<file path="src/rtl/constant_update_controller_if.sv">
// Config handshake bundle for constant_update_controller.
// Carries config_lock only when CONSTANT_UPDATE_CONTROLLER_LOCK_EN is defined.
interface constant_update_controller_if #(
    parameter int WORD_WIDTH = 8
);
    logic                  config_valid;
    logic                  config_ready;
    logic [WORD_WIDTH-1:0] config_value;
`ifdef CONSTANT_UPDATE_CONTROLLER_LOCK_EN
    logic                  config_lock;

    modport master (output config_valid, output config_value, output config_lock, input config_ready);
    modport slave  (input config_valid, input config_value, input config_lock, output config_ready);
`else
    modport master (output config_valid, output config_value, input config_ready);
    modport slave  (input config_valid, input config_value, output config_ready);
`endif
endinterface

</file>
<file path="src/rtl/constant_update_controller.sv">
// Run-time-updatable constant: stage over ready/valid, apply on apply_enable, then settle.
// Optional lock-after-apply behaviour via CONSTANT_UPDATE_CONTROLLER_LOCK_EN.
//
// state   | meaning
// IDLE    | ready for a new config value
// PENDING | value staged in shadow, waiting for apply_enable
// SETTLE  | new constant applied, holding off further updates
// LOCKED  | (lock build only) constant frozen until clear
module constant_update_controller #(
    parameter int                    WORD_WIDTH    = 8,
    parameter logic [WORD_WIDTH-1:0] RESET_VALUE   = '0,
    parameter int                    SETTLE_CYCLES = 4
) (
    input  logic                          clock,
    input  logic                          clear,
    constant_update_controller_if.slave   cfg,
    input  logic                          apply_enable,
    output logic [WORD_WIDTH-1:0]         constant_out,
    output logic                          constant_changed,
    output logic                          busy
);
    localparam int CNT_W = $clog2(SETTLE_CYCLES) + 1;

    typedef enum logic [1:0] {
        IDLE,
        PENDING,
        SETTLE
`ifdef CONSTANT_UPDATE_CONTROLLER_LOCK_EN
        , LOCKED
`endif
    } state_t;

    state_t                state, state_next, release_state;
    logic [WORD_WIDTH-1:0] shadow, shadow_next, constant_next;
    logic [CNT_W-1:0]      count, count_next;
    logic                  changed_next;
`ifdef CONSTANT_UPDATE_CONTROLLER_LOCK_EN
    logic                  lock, lock_next;
`endif

    always_ff @(posedge clock) begin
        if (clear) begin
            state            <= IDLE;
            shadow           <= RESET_VALUE;
            constant_out     <= RESET_VALUE;
            count            <= '0;
            constant_changed <= 1'b0;
`ifdef CONSTANT_UPDATE_CONTROLLER_LOCK_EN
            lock             <= 1'b0;
`endif
        end else begin
            state            <= state_next;
            shadow           <= shadow_next;
            constant_out     <= constant_next;
            count            <= count_next;
            constant_changed <= changed_next;
`ifdef CONSTANT_UPDATE_CONTROLLER_LOCK_EN
            lock             <= lock_next;
`endif
        end
    end

    // Where an update sequence ends: IDLE normally, LOCKED if the staged lock bit was set.
    always_comb begin
        release_state = IDLE;
`ifdef CONSTANT_UPDATE_CONTROLLER_LOCK_EN
        if (lock) release_state = LOCKED;
`endif
    end

    always_comb begin
        state_next    = state;
        shadow_next   = shadow;
        constant_next = constant_out;
        count_next    = count;
        changed_next  = 1'b0;
`ifdef CONSTANT_UPDATE_CONTROLLER_LOCK_EN
        lock_next     = lock;
`endif
        case (state)
            IDLE: begin
                if (cfg.config_valid) begin
                    shadow_next = cfg.config_value;
`ifdef CONSTANT_UPDATE_CONTROLLER_LOCK_EN
                    lock_next   = cfg.config_lock;
`endif
                    state_next  = PENDING;
                end
            end
            PENDING: begin
                if (apply_enable) begin
                    if (shadow != constant_out) begin
                        constant_next = shadow;
                        changed_next  = 1'b1;
                        count_next    = CNT_W'(SETTLE_CYCLES - 1);
                        state_next    = SETTLE;
                    end else begin
                        state_next = release_state;
                    end
                end
            end
            SETTLE: begin
                if (count == '0) state_next = release_state;
                else             count_next = count - 1'b1;
            end
`ifdef CONSTANT_UPDATE_CONTROLLER_LOCK_EN
            LOCKED: state_next = LOCKED;
`endif
            default: state_next = IDLE;
        endcase
    end

    assign cfg.config_ready = (state == IDLE);
    assign busy             = (state != IDLE);
endmodule

</file>
<file path="src/flat_wrapper.sv">
// flat-port wrapper written by rule: the top's interface ports become plain ports
module constant_update_controller_flat 
#(
    parameter int                    WORD_WIDTH    = 8,
    parameter logic [WORD_WIDTH-1:0] RESET_VALUE   = '0,
    parameter int                    SETTLE_CYCLES = 4
)
  (clock, clear, apply_enable, constant_out, constant_changed, busy, cfg_config_valid, cfg_config_value, cfg_config_ready);
  constant_update_controller_if #(.WORD_WIDTH(WORD_WIDTH)) cfg_i ();
  input  logic clock;
  input  logic clear;
  input  logic apply_enable;
  output logic [WORD_WIDTH-1:0] constant_out;
  output logic constant_changed;
  output logic busy;
  input wire logic [$bits(cfg_i.config_valid)-1:0] cfg_config_valid;
  input wire logic [$bits(cfg_i.config_value)-1:0] cfg_config_value;
  output wire logic [$bits(cfg_i.config_ready)-1:0] cfg_config_ready;
  assign cfg_i.config_valid = cfg_config_valid;
  assign cfg_i.config_value = cfg_config_value;
  assign cfg_config_ready = cfg_i.config_ready;
  constant_update_controller #(.WORD_WIDTH(WORD_WIDTH), .RESET_VALUE(RESET_VALUE), .SETTLE_CYCLES(SETTLE_CYCLES)) u_core (.clock(clock), .clear(clear), .cfg(cfg_i), .apply_enable(apply_enable), .constant_out(constant_out), .constant_changed(constant_changed), .busy(busy));
endmodule
</file>
<file path="config.mk">
export PLATFORM = sky130hd
export DESIGN_NAME = constant_update_controller_flat
export DESIGN_NICKNAME = d
export VERILOG_FILES = /design/src/rtl/constant_update_controller_if.sv /design/src/rtl/constant_update_controller.sv /design/src/flat_wrapper.sv
export SDC_FILE = /design/constraint.sdc
export NUM_CORES = 1
export LEC_CHECK = 0
export BUFFER_PORTS_ARGS = -buffer_cell sky130_fd_sc_hd__buf_2
export CAP_MARGIN = 10
export CORE_UTILIZATION = 40
export DETAILED_ROUTE_END_ITERATION = 10
export MAX_ROUTING_LAYER = met4
export PLACE_DENSITY_LB_ADDON = 0.2
export SLEW_MARGIN = 25
export SYNTH_ARGS = -nofsm -noshare
export SYNTH_HDL_FRONTEND = slang
export SYNTH_SLANG_ARGS = --single-unit
</file>
<file path="constraint.sdc">
create_clock -name clock -period 3.9 [get_ports clock]
set_clock_uncertainty 0.15 [all_clocks]
set_input_delay 0.195 -clock clock [delete_from_list [all_inputs] [get_ports clock]]
set_output_delay 0.195 -clock clock [all_outputs]
set_load 0.005 [all_outputs]
</file>
==> summary.md <==
| Metric | Value |
|---|---|
| Max_cap viols | 0 |
| GRT overflow | 0 |
| I/O pins | 23 |
| Met2 Track Usage GR | 0.251 |
| Vias after detailed routing | 861 |
| Clock root buffer | clkbuf_4 |
| Chip width | around 54 um |
| Netlist cell types | 27 |
| Final setup vio count | 0 |
| Setup TNS Final | 0 ps |
| 1st-pass router iterations | 4 |
| Largest net degree at the start of global routing | 32 |
| Final-report hold violation count | 0 |
| M3 GR Usage | 0.0254 |
| Layout cells sized above 1 | 0.212 |
| Arrival time worst endpoint | 1660 ps |
| Vias per std cell | 4.89 |
| Vias in the first global route | 726 |
| First-pass GRT wire length | 3280 um |
| Reg-to-Reg Start | u_core.state[0] |
| DR iter-0 viols | 9 |
| GR Util met1 | 0.213 |
| Status | complete, no violations |
| Total CTS buffers | 3 |
| Layout net count | 161 |
| Synth Net Count | 130 |
| Die H | 53.8 um |
| CTS resizes | 0 |
| Hold_ws | about 63 ps |
| Internal power | ~0.37 mW |
| Final worst-path cycle share | 0.404 |
| Relative slew slack | 0.695 |
| Top Usage Layer GRT | met2 |
| Clock power share | 0.352 |
| Worst Path Max Fanout | 9 |
| DRC Markers | 0 |
| GRT Util Overall | 0.162 |
| Core ar. | ~2500 um^2 |
| FF/Latch Area | 440 um^2 |
| Top-area cell type share of the netlist area | 0.410 |
| Critical Path End Type | flop |
| Syn. warnings | 0 |
| Cells along the critical path | nor2b_2, nand2_1, a21oi_4, mux2i_1 |
| Postcts setup bufs | 0 |
| Net Sw Power | 0.115 mW |
| Total power | 0.490 mW |
| Layout area overhead | 24.6% |
| Hold Path Class | input port to flop |
| Synth area leaders | dfxtp_1 41%, nand2b_1 9.3%, mux2i_1 8.4% |
| Antenna violations before repair | 0 |
| Synth Cell Area | 1070 um^2 |
| Leak | 0.590 nW |
| HPWL after DPL | 1470 um |
| Max Transition Viols Final | 0 |
| H-tree Lvls | 1 |
| Reg power frac | 0.493 |
| Layout fillers | 256 |
| Crit path max-delay family | simple AND/OR/NAND/NOR gates |
| Clock slew seen by the registers of the worst setup and hold paths | roughly 110 ps |
| Crit path buf inv count | 0 |
| Final Critical Period | ~1600 ps |
| Wire per inst | approximately 11 um |
| Max clock buf depth | 2 |
| Clk sinks | 22 |
| Cell taking the most area after synthesis | dfxtp_1 |
| Number of antenna diodes | 0 |
| TritonCTS clock tree | done |
| Die area | slightly below 3000 um^2 |
| Hold Crit Start | apply_enable |
| GP Congestion | 0.742 |
| Unrepaired setup endpoints after global routing | false |
| Count of state elements after synthesis | 22 |
| WP data required | 3980 ps |
| Post-Syn Instances | 116 |
| Post-Route WL | 2020 um |
| Crit-path slowest cell | dfxtp_1 |
| Reg2Reg Setup Slack | 2330 ps |
| CP max stage delay | 390 ps |
| Port Buf Inserts | 22 |
| Max Freq | roughly 640 MHz |
| Initial Util | 0.429 |
| CP Launch Type | flop |
| Routed Antenna Nets | 0 |
| Slew @ Worst Pin | around 460 ps |
| Avg Cell Area, Syn | 9.25 um^2 |
| VDD IR-drop max | 264 uV |
| Footprint of the multi-input gates | about 600 um^2 |
| Worst skew pair latency | 310 ps |
| Gate power share | 0.155 |
| Pwr dens | 366 nW/um^2 |
| Core Rows | 18 |
| Net Sw Frac | 0.235 |
| Sequential area share after synthesis | 0.410 |
| Setup CP Type | flop to flop |
| CP Launch Point | u_core.state[0] |
tightest hold or removal path: stages:
cell and delay [ps]:
buf_2 110, nand2b_1 100, a21oi_1 60
metrics by stage:
| stage | area, um^2 | std cells | utilization | setup WS, ps |
|---|---|---|---|---|
| floorplan | 1070 | 116 | - | 2460 |
| global placement | 1200 | 164 | 0.482 | 2350 |
| detailed placement | 1200 | 164 | 0.482 | 2330 |
| CTS | 1340 | 176 | 0.535 | 2310 |
| global route | 1340 | 176 | 0.535 | 2220 |
| finish | 1340 | 176 | 0.535 | 2330 |
synth_stat cells, drive strengths merged:
library cell   n
or2b           2
nand3b         1
a31oi          1
a21oi         10
a22oi          1
nand2b        16
nand3          1
nor4           2
nand4          1
mux2i          9
nor2b          3
and2           3
nand2         18
a21o           1
nor2           1
dfxtp         22
ha             2
a221oi         1
inv            3
o21a           1
clkbuf         3
and3b          1
buf            1
nor3           4
xor2           8
metal layers:
metal / vias to the layer above / routed length (um)
met1: 391 / 1010
met5: - / 0
li1: 451 / -
met3: 2 / 76
met2: 17 / 923
met4: 0 / 13
area by class of cell:
class / instances / area share
multi-input cells: 87 / 0.453
flip-flops and latches: 22 / 0.329
repair buffers: 30 / 0.142
well taps: 30 / 0.0281
clock inverters: 1 / 0.0225
clock buffers: 3 / 0.0168
inverters: 3 / 0.00842
path summary, 6_finish.rpt:
kind	to	cells after the start
setup / recovery	u_core.constant_out[5]	4
hold / removal	u_core.state[0]	3
setup reg to reg	u_core.constant_out[5]	4
hold reg to reg	u_core.count[1]	1
what timing repair did:
action | 4_1_cts | 5_1_grt
endpoints found under the hold margin | 8 | 0
hold buffers | 8 | 0
endpoints found under the setup margin | 0 | 0
cell usage in the layout, fill, tap and decap left out, drive strengths merged:
master | synthesis | final
buf | 1 | 22
dfxtp | 22 | 22
nand2 | 18 | 18
nand2b | 16 | 16
a21oi | 10 | 10
mux2i | 9 | 9
xor2 | 8 | 8
dlygate4sd3 | 0 | 8
nor3 | 4 | 4
inv | 3 | 3
and2 | 3 | 3
clkbuf | 3 | 3
nor2b | 3 | 3
or2b | 2 | 2
nor4 | 2 | 2
ha | 2 | 2
nor2 | 1 | 1
nand3 | 1 | 1
a22oi | 1 | 1
a221oi | 1 | 1
o21a | 1 | 1
nand4 | 1 | 1
nand3b | 1 | 1
and3b | 1 | 1
a31oi | 1 | 1
a21o | 1 | 1
bufinv | 0 | 1
registers in the layout, indices dropped and copies added, names as in the netlist:
name,cells
u_core.constant_changed,1
u_core.constant_out,8
u_core.count,3
u_core.shadow,8
u_core.state,2
power groups by stage:
stage	clock network [mW]	registers (mW)	logic (mW)
floorplan	0	0.245	0.0533
global placement	0	0.246	0.0697
detailed placement	0	0.247	0.0711
CTS	0.178	0.242	0.0774
global route	0.189	0.243	0.0853
finish	0.173	0.242	0.0761
cells by family (layout without fill, tap and decap cells):
| family | after synthesis | in the layout | share of synthesized area |
|---|---|---|---|
| and+or+nand+nor | 53 | 53 | 0.295 |
| DFF | 22 | 22 | 0.410 |
| AOI/OAI and AO/OA | 15 | 15 | 0.0967 |
| muxes | 9 | 9 | 0.0839 |
| xor gates and xnor gates | 8 | 8 | 0.0653 |
| buffers and inverters | 7 | 37 | 0.0256 |
| adders and majority gates | 2 | 2 | 0.0233 |
(Power assumes the default switching activity.)
